**src/rtl/vga_edit_controller.sv**
```systemverilog
// Clock-programming sequencer for the VGA display: edit cursor, BCD edit buffer,
// cursor blink and req/ack commit of edited fields to the RTC bank.
module vga_edit_controller #(
  parameter int FRAME_BLINK = 30,
  parameter int ACK_TIMEOUT = 255
) (
  input  logic       clk,
  input  logic       reset,
  input  logic       btn_prog,
  input  logic       btn_left,
  input  logic       btn_right,
  input  logic       btn_up,
  input  logic       btn_down,
  input  logic       frame_start,
  input  logic       alarm_active,
  input  logic [7:0] cur_value,
  input  logic       wr_ack,
  output logic       programar_on,
  output logic [3:0] direccion_actual_pantalla,
  output logic       cursor_visible,
  output logic [7:0] edit_value,
  output logic       wr_req,
  output logic [3:0] wr_addr,
  output logic [7:0] wr_data,
  output logic       wr_error
);

  localparam int BW = (FRAME_BLINK > 1) ? $clog2(FRAME_BLINK) : 1;
  localparam int TW = (ACK_TIMEOUT > 1) ? $clog2(ACK_TIMEOUT) : 1;
  localparam logic [BW-1:0] BLINK_LAST = BW'(FRAME_BLINK - 1);
  localparam logic [TW-1:0] TO_LAST    = TW'(ACK_TIMEOUT - 1);

  typedef enum logic [2:0] {S_IDLE, S_LOAD, S_EDIT, S_WRITE, S_WAIT} state_t;
  typedef enum logic [1:0] {A_RIGHT, A_LEFT, A_PROG} act_t;

  state_t          r_state;
  act_t            r_pend;
  logic            r_dirty;
  logic            r_alarm_seen;
  logic [BW-1:0]   r_blink;
  logic [TW-1:0]   r_to_cnt;

  logic [7:0] w_min, w_max, w_inc, w_dec, w_load;
  logic [3:0] w_dir_right, w_dir_left;
  logic       w_nav, w_exec;
  act_t       w_btn_act, w_exec_act;

  // Field ranges and BCD step/clamp for the currently selected field
  always_comb begin
    w_min = 8'h00;
    w_max = 8'h59;
    case (direccion_actual_pantalla)
      4'd0, 4'd6: w_max = 8'h23;
      4'd3: begin w_min = 8'h01; w_max = 8'h31; end
      4'd4: begin w_min = 8'h01; w_max = 8'h12; end
      4'd5: w_max = 8'h99;
      default: ;
    endcase
    if (edit_value == w_max)           w_inc = w_min;
    else if (edit_value[3:0] >= 4'd9)  w_inc = {edit_value[7:4] + 4'd1, 4'h0};
    else                               w_inc = edit_value + 8'd1;
    if (edit_value == w_min)           w_dec = w_max;
    else if (edit_value[3:0] == 4'd0)  w_dec = {edit_value[7:4] - 4'd1, 4'h9};
    else                               w_dec = edit_value - 8'd1;
    if (cur_value[7:4] > 4'd9 || cur_value[3:0] > 4'd9 ||
        cur_value < w_min || cur_value > w_max) w_load = w_min;
    else                                        w_load = cur_value;
    w_dir_right = (direccion_actual_pantalla >= 4'd8) ? 4'd0 : direccion_actual_pantalla + 4'd1;
    w_dir_left  = (direccion_actual_pantalla == 4'd0) ? 4'd8 : direccion_actual_pantalla - 4'd1;
  end

  // Navigation decode plus the action to run this cycle; an abort behaves like prog (exit to IDLE)
  always_comb begin
    w_nav      = 1'b1;
    w_btn_act  = A_PROG;
    if (btn_prog)       w_btn_act = A_PROG;
    else if (btn_right) w_btn_act = A_RIGHT;
    else if (btn_left)  w_btn_act = A_LEFT;
    else                w_nav     = 1'b0;
    w_exec     = 1'b0;
    w_exec_act = A_PROG;
    case (r_state)
      S_EDIT: begin
        if (alarm_active) begin
          w_exec = 1'b1;
        end else if (w_nav && !r_dirty) begin
          w_exec     = 1'b1;
          w_exec_act = w_btn_act;
        end
      end
      S_WAIT: begin
        if (wr_ack || r_to_cnt == TO_LAST) begin
          w_exec     = 1'b1;
          w_exec_act = (alarm_active || r_alarm_seen) ? A_PROG : r_pend;
        end
      end
      default: ;
    endcase
  end

  always_ff @(posedge clk) begin
    if (reset) begin
      r_state                   <= S_IDLE;
      r_pend                    <= A_PROG;
      r_dirty                   <= 1'b0;
      r_alarm_seen              <= 1'b0;
      r_blink                   <= '0;
      r_to_cnt                  <= '0;
      programar_on              <= 1'b0;
      direccion_actual_pantalla <= 4'd15;
      cursor_visible            <= 1'b0;
      edit_value                <= 8'h00;
      wr_req                    <= 1'b0;
      wr_addr                   <= 4'd0;
      wr_data                   <= 8'h00;
      wr_error                  <= 1'b0;
    end else begin
      wr_error <= 1'b0;
      case (r_state)
        S_IDLE: begin
          if (btn_prog && !alarm_active) begin
            r_state                   <= S_LOAD;
            direccion_actual_pantalla <= 4'd0;
            programar_on              <= 1'b1;
          end
        end
        S_LOAD: begin
          edit_value     <= w_load;
          r_dirty        <= 1'b0;
          r_blink        <= '0;
          cursor_visible <= 1'b1;
          r_state        <= S_EDIT;
        end
        S_EDIT: begin
          if (!alarm_active && w_nav && r_dirty) begin
            r_pend  <= w_btn_act;
            r_state <= S_WRITE;
          end else if (!alarm_active && !w_nav && (btn_up || btn_down)) begin
            edit_value     <= btn_up ? w_inc : w_dec;
            r_dirty        <= 1'b1;
            r_blink        <= '0;
            cursor_visible <= 1'b1;
          end else if (!w_exec && frame_start) begin
            if (r_blink == BLINK_LAST) begin
              r_blink        <= '0;
              cursor_visible <= ~cursor_visible;
            end else begin
              r_blink <= r_blink + 1'b1;
            end
          end
        end
        S_WRITE: begin
          wr_addr      <= direccion_actual_pantalla;
          wr_data      <= edit_value;
          wr_req       <= 1'b1;
          r_to_cnt     <= '0;
          r_alarm_seen <= alarm_active;
          r_state      <= S_WAIT;
        end
        S_WAIT: begin
          if (alarm_active) r_alarm_seen <= 1'b1;
          if (w_exec) begin
            wr_req   <= 1'b0;
            wr_error <= ~wr_ack;
            r_dirty  <= 1'b0;
          end else begin
            r_to_cnt <= r_to_cnt + 1'b1;
          end
        end
        default: r_state <= S_IDLE;
      endcase
      if (w_exec) begin
        case (w_exec_act)
          A_RIGHT: begin direccion_actual_pantalla <= w_dir_right; r_state <= S_LOAD; end
          A_LEFT:  begin direccion_actual_pantalla <= w_dir_left;  r_state <= S_LOAD; end
          default: begin
            r_state                   <= S_IDLE;
            programar_on              <= 1'b0;
            direccion_actual_pantalla <= 4'd15;
            cursor_visible            <= 1'b0;
          end
        endcase
      end
    end
  end

endmodule

```
**config.mk**
```make
export PLATFORM = sky130hd
export DESIGN_NAME = vga_edit_controller
export DESIGN_NICKNAME = d
export VERILOG_FILES = /design/src/rtl/vga_edit_controller.sv
export SDC_FILE = /design/constraint.sdc
export NUM_CORES = 1
export LEC_CHECK = 0
export CAP_MARGIN = 20
export CORE_MARGIN = 1.5
export CORE_UTILIZATION = 50
export CTS_BUF_LIST = sky130_fd_sc_hd__clkbuf_4 sky130_fd_sc_hd__clkbuf_8 sky130_fd_sc_hd__clkbuf_16
export DETAILED_ROUTE_END_ITERATION = 7
export PLACE_DENSITY_LB_ADDON = 0.08
export SKIP_CTS_REPAIR_TIMING = 1
export SYNTH_ARGS = -nofsm -noshare
export SYNTH_HDL_FRONTEND = slang
export SYNTH_SLANG_ARGS = --single-unit
```
**constraint.sdc**
```tcl
create_clock -name clk -period 2.9 [get_ports clk]
set_input_delay 0.435 -clock clk [delete_from_list [all_inputs] [get_ports clk]]
set_output_delay 0.435 -clock clk [all_outputs]
set_load 0.005 [all_outputs]
```
==> impl_metrics.toml, run 1 <==
[worst_hold_path]
hold_path_class = "reg2reg"
hold_depth = 2

[sta]
fin_crit_sh = 0.953
max_freq_mhz = 362
fin_crit_ns = 2.76
hold_viol = 0
final_max_slew_viol_count = 0
timing.slew.headroom = 0.515
setup_viol = 0
tightest_slew_ns = 0.727
fin_skew_ns = 0.00789
hold_ws_ns = 0.461

[logic_synthesis]
syn_area_per_cell_um2 = 7.76
synth_top_family_by_area = "simple AND/OR/NAND/NOR gates"
synthMuxAreaShare = 0.0299
synthFlopType = "dfxtp_1"
synth_edf_count = 0
synth-compound-area-share = 0.240
synth.area.top_cells = "dfxtp_1 (28%), ha_1 (7.6%), nand2_1 (5.5%), a21oi_1 (5.2%), nor2_1 (5.0%)"
synth_top_cell_by_area = "dfxtp_1"
seq_area_frac_synth = 0.280
synth_cell_type_count = 68
synthAdderAreaFrac = 0.0764
syn_area_mm2 = 0.00344
synthArstFlopShare = 0
synth_top_area_frac = 0.280
syn_nets = 482
ys_ff_latch = 48
yosysMostFrequentCell = "nand2_1"
synthCells = 443
synth-simple-area-share = 0.280
synth_common_cells = "nand2_1 (50), dfxtp_1 (48), nor2_1 (46)"
yosys_warnings = 0
synth_xor_area_frac = 0.0459

[finish]
area_delta_synth_final_pct = 28.6
layout.cells.non_filler = 589
finalInstanceArea_mm2 = 0.00442
nNetsFinal = 547
drive_above_1_share = 0.145
diodes = 0
final_core_util = 0.658

[floorplanning]
die_h_um = 85.9
row_count = 30
io-pin-count = 46
die_w_um = 85.9
core_mm2 = 0.00672
initial_core_util = 0.512
dieArea_mm2 = 0.00738

[clocking]
cts_tree = "done"
cts.sinks = 48
cts_buffer_depth = 2
worstSkewPairLatency_ns = 0.31
cts_root_buf = "clkbuf_8"
cts_buffers = 5
cts.htree.levels = 2
cts.clk_slew.worst_paths_ns = 0.10

[route]
vias_per_cell = 6.03
dr.first_iter.drc_count = 200
ant_nets = 0
avgRoutedWirePerCell_um = 16.8
wl_mm = 9.92
drc = 0
wl_met3_um = 526
dr_wl_met2_mm = 4.62
wl_met1_mm = 4.63
vias = 3550
dr.max_layer_used = "met4"
drt_first_pass_iters = 4

[setup_path]
crit_required_ns = 3.09
crit_type = "reg2reg"
cp_max_fo = 8
startpoint_type = "flip-flop"
cp-end-kind = "flip-flop"
r2r_slack_ns = 0.14
r2r_cells = 12
crit_arrival_ns = 2.95

[global_routing]
first_global_vias = 3207
grt.total_usage = 0.263
antenna_found_initial = 0
grt_max_degree = 34
grt_pass1_wl_mm = 15.6
grt_overflow_total = 0

[place]
gp_congestion = 0.939
dp_hpwl_mm = 7.33
placed_area_mm2 = 0.00416
dpl.cell_count = 579
portBuffers = 45

[outcome]
outcome = "complete, no violations"

[flow_run]
cap_violations = 0

[power_and_ir_drop]
peakVddDrop_uv = 255
power_density_mw_per_mm2 = 465
power.leakage_nw = 1.68
-- layer usage --
metal  global-route usage  vias to the layer above
li1                     -                     1747
met1                0.363                     1682
met2                0.440                      103
met3               0.0385                       18
met4               0.0543                        0
met5                    0                        -
-- area by class of cell --
class | instances | area, um2
inverter | 19 | 71.3
clock buffer | 5 | 68.8
fill | 591 | 2300
tap | 80 | 100
sequential | 48 | 963
timing repair buffer | 81 | 721
multi-input combinational | 353 | 2430
clock inverter | 3 | 68.8
-- worst max-delay path, cell delays in order, from the launching register on --
cell and delay [ns]:
dfxtp_1 0.33, buf_4 0.17, ha_2 0.24, nor4b_4 0.31, nor3_1 0.12, ha_1 0.32, nand4_1 0.13, a211o_1 0.26
a21oi_2 0.21, a21oi_4 0.07, buf_4 0.14, o311ai_2 0.25, o32ai_1 0.11
-- where the power goes --
group          switching, mW  internal [mW]  leakage (nW)
Sequential            0.0578          0.688         0.388
Clock                  0.252          0.347        0.0687
Combinational          0.376          0.336          1.22
-- logic make-up after synthesis --
logic type      count (synthesis)
simple gates                  186
xor+xnor                       18
buf+inv                        42
mux                            10
flops                          48
compound gates                118
fa+ha+maj                      21
-- metrics by stage --
stage	TNS, ns	power (mW)	worst slack [ns]
6_report	0	2.06	0.135
5_1_grt	-0.0252	2.15	-0.0252
4_1_cts	-0.0825	2.00	-0.0442
3_5_place_dp	-0.0126	1.41	-0.0126
3_3_place_gp	0	1.40	0.0331
2_1_floorplan	0	1.17	0.0371
-- flip-flops by register name (all words and copies together), names as in the netlist, 2 cells and up --
| name | flops |
|---|---|
| wr_addr | 4 |
| r_pend | 2 |
| direccion_actual_pantalla | 4 |
| r_to_cnt | 8 |
| r_blink | 5 |
| wr_data | 8 |
| edit_value | 8 |
| r_state | 3 |
-- layout by cell type, fill, tap and decap left out, drive strengths merged, types with 9 or more instances in the layout --
cell / n
a211oi: 9
dfxtp: 48
inv: 20
a21oi: 36
nor3: 15
nor4: 11
xnor2: 11
buf: 36
o21ai: 19
ha: 21
nand2: 50
nand4: 9
clkdlybuf4s50: 45
nor2: 47
-- worst paths after layout --
kind,startpoint,to
max,direccion_actual_pantalla[0],edit_value[0]
min,wr_data[2],wr_data[2]
max reg2reg,direccion_actual_pantalla[0],edit_value[0]
min reg2reg,wr_data[2],wr_data[2]
No activity file was read; power rests on OpenSTA's default activity.
==> run 2: changes to the inputs <==
PLACE_DENSITY = 0.83   (was default)
PLACE_DENSITY_LB_ADDON = default   (was 0.08)
==> run 2 against run 1 <==
  * Die area unchanged
  * Core utilization about the same
  * Register-to-register slack worse by 0.04 ns
  * Highest routed layer unchanged
==> impl_metrics.toml, run 2 (same netlist as run 1, synthesis figures left out) <==
[outcome]
outcome = "complete, no violations"

[global_routing]
grt_max_degree = 26
antenna_found_initial = 0
grt_pass1_wl_mm = 16.6
first_global_vias = 3452
grt_overflow_total = 0
grt.total_usage = 0.280

[clocking]
cts_buffers = 5
cts.sinks = 48
cts.clk_slew.worst_paths_ns = 0.10
cts_tree = "done"
cts.htree.levels = 2
cts_buffer_depth = 2
cts_root_buf = "clkbuf_8"
worstSkewPairLatency_ns = 0.31

[finish]
layout.cells.non_filler = 591
nNetsFinal = 549
final_common_cell = "nand2_1"
multi_input_area_mm2 = 0.00241
reg.largest.list = "edit_value x8, r_to_cnt x8, wr_data x8"
num-fill-cells = 556
area_delta_synth_final_pct = 28.7
diodes = 0
drive_above_1_share = 0.149
regArea_um2 = 966
final_core_util = 0.658
finalInstanceArea_mm2 = 0.00442
mostFrequentLayoutCells = "nand2_1 (50), nor2_1 (46), clkdlybuf4s50_1 (45)"

[route]
drc = 0
vias = 3712
dr.first_iter.drc_count = 305
drt_first_pass_iters = 5
avgRoutedWirePerCell_um = 17.6
ant_nets = 0
vias_per_cell = 6.28
wl_mm = 10.4

[power_and_ir_drop]
peakVddDrop_uv = 313
total_power_mw = 2.07
power.leakage_nw = 1.69
power_density_mw_per_mm2 = 468

[floorplanning]
initial_core_util = 0.512
io-pin-count = 46
dieArea_mm2 = 0.00738
die_w_um = 85.9
row_count = 30
core_mm2 = 0.00672
die_h_um = 85.9

[sta]
fin_crit_sh = 0.966
timing.slew.headroom = 0.454
tns_ns = 0
final_max_slew_viol_count = 0
fin_crit_ns = 2.80
tightest_slew_ns = 0.816
fin_skew_ns = 0.0112
hold_ws_ns = 0.459
setup_viol = 0
finalWorstSetupSlack_ns = 0.0998
hold_viol = 0
max_freq_mhz = 357

[place]
placed_area_mm2 = 0.00418
place_ws_ns = -0.0473
portBuffers = 45
dpl.cell_count = 581
dp_hpwl_mm = 7.61
gp_congestion = 0.978

[flow_run]
cap_violations = 0

[setup_path]
crit_type = "reg2reg"
startpoint_type = "flip-flop"
crit_required_ns = 3.14
r2r_slack_ns = 0.1
cp_max_fo = 7
cp-end-kind = "flip-flop"
crit_arrival_ns = 3.04

[worst_hold_path]
hold_path_class = "reg2reg"
==> run 2: worst paths after layout <==
path / start / end / depth (start not counted)
setup / recovery: direccion_actual_pantalla[0] / edit_value[3] / 12
hold reg to reg: wr_data[3] / wr_data[3] / 2
setup reg to reg: direccion_actual_pantalla[0] / edit_value[3] / 12
hold / removal: wr_data[3] / wr_data[3] / 2
==> run 2: layout make-up <==
class,count,area share
Multi-Input combinational cell,353,0.545
Tap cell,80,0.0226
Sequential cell,48,0.218
Clock inverter,3,0.0156
Inverter,19,0.0161
Clock buffer,5,0.0156
Timing Repair Buffer,83,0.167
==> run 2: power breakdown <==
part | switching, mW | internal, mW
combinational | 0.384 | 0.340
sequential | 0.0608 | 0.689
clock | 0.249 | 0.347
==> run 2: worst max-delay path, cell delays in order (launching register included) <==
cell,delay [ns]
dfxtp_2,0.34
inv_2,0.11
ha_4,0.20
nor3_4,0.07
or3_4,0.35
ha_1,0.31
a211o_1,0.28
a211oi_2,0.26
a21oi_2,0.11
a21oi_4,0.20
a32oi_1,0.13
a211o_1,0.29
o21ai_1,0.06
==> run 2: routing by layer <==
layer  routed length, um  track usage  vias up  share of wire
met3                 841       0.0539       32          0.081
li1                    -            -     1753              -
met4                 255        0.101        0          0.025
met5                   0            0        -              0
met2                4990        0.458      186           0.48
met1                4300        0.369     1741           0.41
==> run 3: changes to the inputs <==
--- a/config.mk
+++ b/config.mk
@@ -7,3 +7,2 @@
 export LEC_CHECK = 0
-export CAP_MARGIN = 20
 export CORE_MARGIN = 1.5
==> constraint.sdc (replaced) <==
create_clock -name clk -period 2.9 [get_ports clk]
set_input_delay 0.725 -clock clk [delete_from_list [all_inputs] [get_ports clk]]
set_output_delay 0.725 -clock clk [all_outputs]
set_load 0.005 [all_outputs]
==> run 3 against run 2 <==
  * Non-clock buffer count grew 22
  * Fmax shrank 2.1%
  * Critical endpoint is now edit_value[4]
  * Clock-buffer cell count is the same
  * Largest cell class unchanged
  * Setup slack lost 0.061 ns
  * Highest routed layer unchanged
  * Wire length grew 2.5%
  * Sequential share of layout area shrank 0.77 points
  * Global-route usage grew 0.89 points
  * Core utilization grew 2.4 points
  * Critical path depth grew 1
  * Design area grew 3.6%
  * Power shrank 2.1%
==> impl_metrics.toml, run 3 (same netlist as run 1, synthesis figures left out) <==
[sta]
timing.slew.headroom = 0.532
final_max_slew_viol_count = 0
tns_ns = 0
fin_crit_sh = 0.987
fin_skew_ns = 0.00426
fin_crit_ns = 2.86
max_freq_mhz = 350
finalWorstSetupSlack_ns = 0.0389
tightest_slew_ns = 0.700
setup_viol = 0
rsz0062_at_grt = "yes"
hold_viol = 0

[power_and_ir_drop]
p_comb_frac = 0.382
power.share.clock = 0.250
peakVddDrop_uv = 277
power_density_mw_per_mm2 = 442
switching_share = 0.346
power.leakage_nw = 1.78
switchingPower_mw = 0.702
p_seq_frac = 0.369
p_int_mw = 1.32

[clocking]
cts.sinks = 48
cts.htree.levels = 2
cts.clk_slew.worst_paths_ns = 0.09
cts_buffers = 5
worstSkewPairLatency_ns = 0.31
cts_buffer_depth = 2
cts_root_buf = "clkbuf_8"
cts_tree = "done"

[floorplanning]
die_h_um = 85.9
row_count = 30
io-pin-count = 46
core_mm2 = 0.00672
dieArea_mm2 = 0.00738
initial_core_util = 0.512
die_w_um = 85.9

[route]
ant_nets = 0
avgRoutedWirePerCell_um = 17.4
drt_first_pass_iters = 5
dr.first_iter.drc_count = 358
vias = 3770
wl_mm = 10.6
drc = 0
vias_per_cell = 6.15

[finish]
drive_above_1_share = 0.188
final_core_util = 0.682
area_delta_synth_final_pct = 33.4
final_common_cell = "buf_4"
mostFrequentLayoutCells = "buf_4 (59), nand2_1 (50), nor2_1 (46), dfxtp_1 (46), clkdlybuf4s50_1 (45)"
reg.largest.list = "edit_value x8, r_to_cnt x8, wr_data x8"
nNetsFinal = 571
diodes = 0

[setup_path]
worstReg2RegEnd = "edit_value[4]"
crit_type = "reg2reg"
startpoint_type = "flip-flop"
cp_max_fo = 5
crit_cells = 13
r2r_cells = 13
path_buf_inv = 2
worst_path_max_delay_cell = "or3b_4"
crit_chain = "buf_4 -> ha_4 -> buf_4 -> or3b_4 -> a21oi_4 -> ha_1 -> nand4_1 -> a211o_1 -> a21oi_2 -> a21oi_4 -> a22o_1 -> a31oi_1 -> o32ai_1"
cp_top_family = "compound AO/OA/AOI/OAI gates"
startpoint = "direccion_actual_pantalla[1]"
cp-end-kind = "flip-flop"
crit_arrival_ns = 3.06
r2r_slack_ns = 0.04
max_stage_delay_ns = 0.38
cp-endpoint = "edit_value[4]"
crit_required_ns = 3.10
r2r-start = "direccion_actual_pantalla[1]"

[global_routing]
antenna_found_initial = 0
grt_max_degree = 25
met3_usage = 0.0472
grt_overflow_total = 0
gr-usage-met2 = 0.471
grt.met1_usage = 0.387
grt_pass1_wl_mm = 17.0
grt.total_usage = 0.289
top_usage_layer = "met2"
first_global_vias = 3480

[outcome]
outcome = "complete, no violations"

[place]
gp_congestion = 0.951
place_ws_ns = -0.190
dp_hpwl_mm = 7.71
portBuffers = 45

[worst_hold_path]
hold_path_class = "reg2reg"

[flow_run]
cap_violations = 0
==> run 3: changes by cell type in the layout (fill, tap and decap cells not counted), moves of 2 or more <==
| cell | change |
|---|---|
| dfxtp_2 | -3 |
| dfxtp_1 | +2 |
| nor3b_1 | -2 |
| nor3b_2 | +2 |
| buf_4 | +22 |
==> run 3: area by class of cell <==
type,instances,area (um2)
clock buffers,5,68.8
clock inverters,3,46.3
fillers,513,2130
inverters,19,71.3
multi-input cells,353,2430
flip-flops and latches,48,966
well taps,80,100
repair buffers,105,905
==> run 3: worst min-delay path by stage <==
stage / cells after the start / slack, ns / start / to
final: 2 / 0.46 / wr_data[0] / wr_data[0]
after global routing: 2 / 0.49 / wr_data[7] / wr_data[7]
after CTS: 2 / 0.46 / wr_data[0] / wr_data[0]
after detailed placement: 2 / 0.45 / wr_data[0] / wr_data[0]
after global placement: 2 / 0.44 / wr_addr[0] / wr_addr[0]
after floorplan: 2 / 0.45 / wr_addr[0] / wr_addr[0]
==> run 3: per-layer routing <==
metal	wire length, um	vias to the layer above
met1	4360	1772
met5	0	-
met2	5200	167
li1	-	1802
met3	828	29
met4	259	0
==> run 3: power by group through the flow <==
| stage | sequential (mW) | combinational (mW) | clock (mW) |
|---|---|---|---|
| final | 0.747 | 0.774 | 0.506 |
| after detailed placement | 0.754 | 0.716 | 0 |
| after CTS | 0.739 | 0.725 | 0.513 |
| after global placement | 0.753 | 0.697 | 0 |
| after floorplan | 0.729 | 0.439 | 0 |
| after global routing | 0.750 | 0.830 | 0.545 |
==> run 3: stage by stage <==
stage	cell area (um2)	cells	power, mW	hold slack, ns
after floorplan	3450	443	1.17	0.453
final	4580	613	2.03	0.459
after detailed placement	4360	605	1.47	0.447
after global placement	4360	605	1.45	0.443
after global routing	4580	613	2.13	0.486
after CTS	4470	613	1.98	0.460
==> run 3: worst min-delay path, cell delays in order (launching register included) <==
cell,delay [ns]
dfxtp_1,0.32
nand2_1,0.05
a21oi_1,0.05
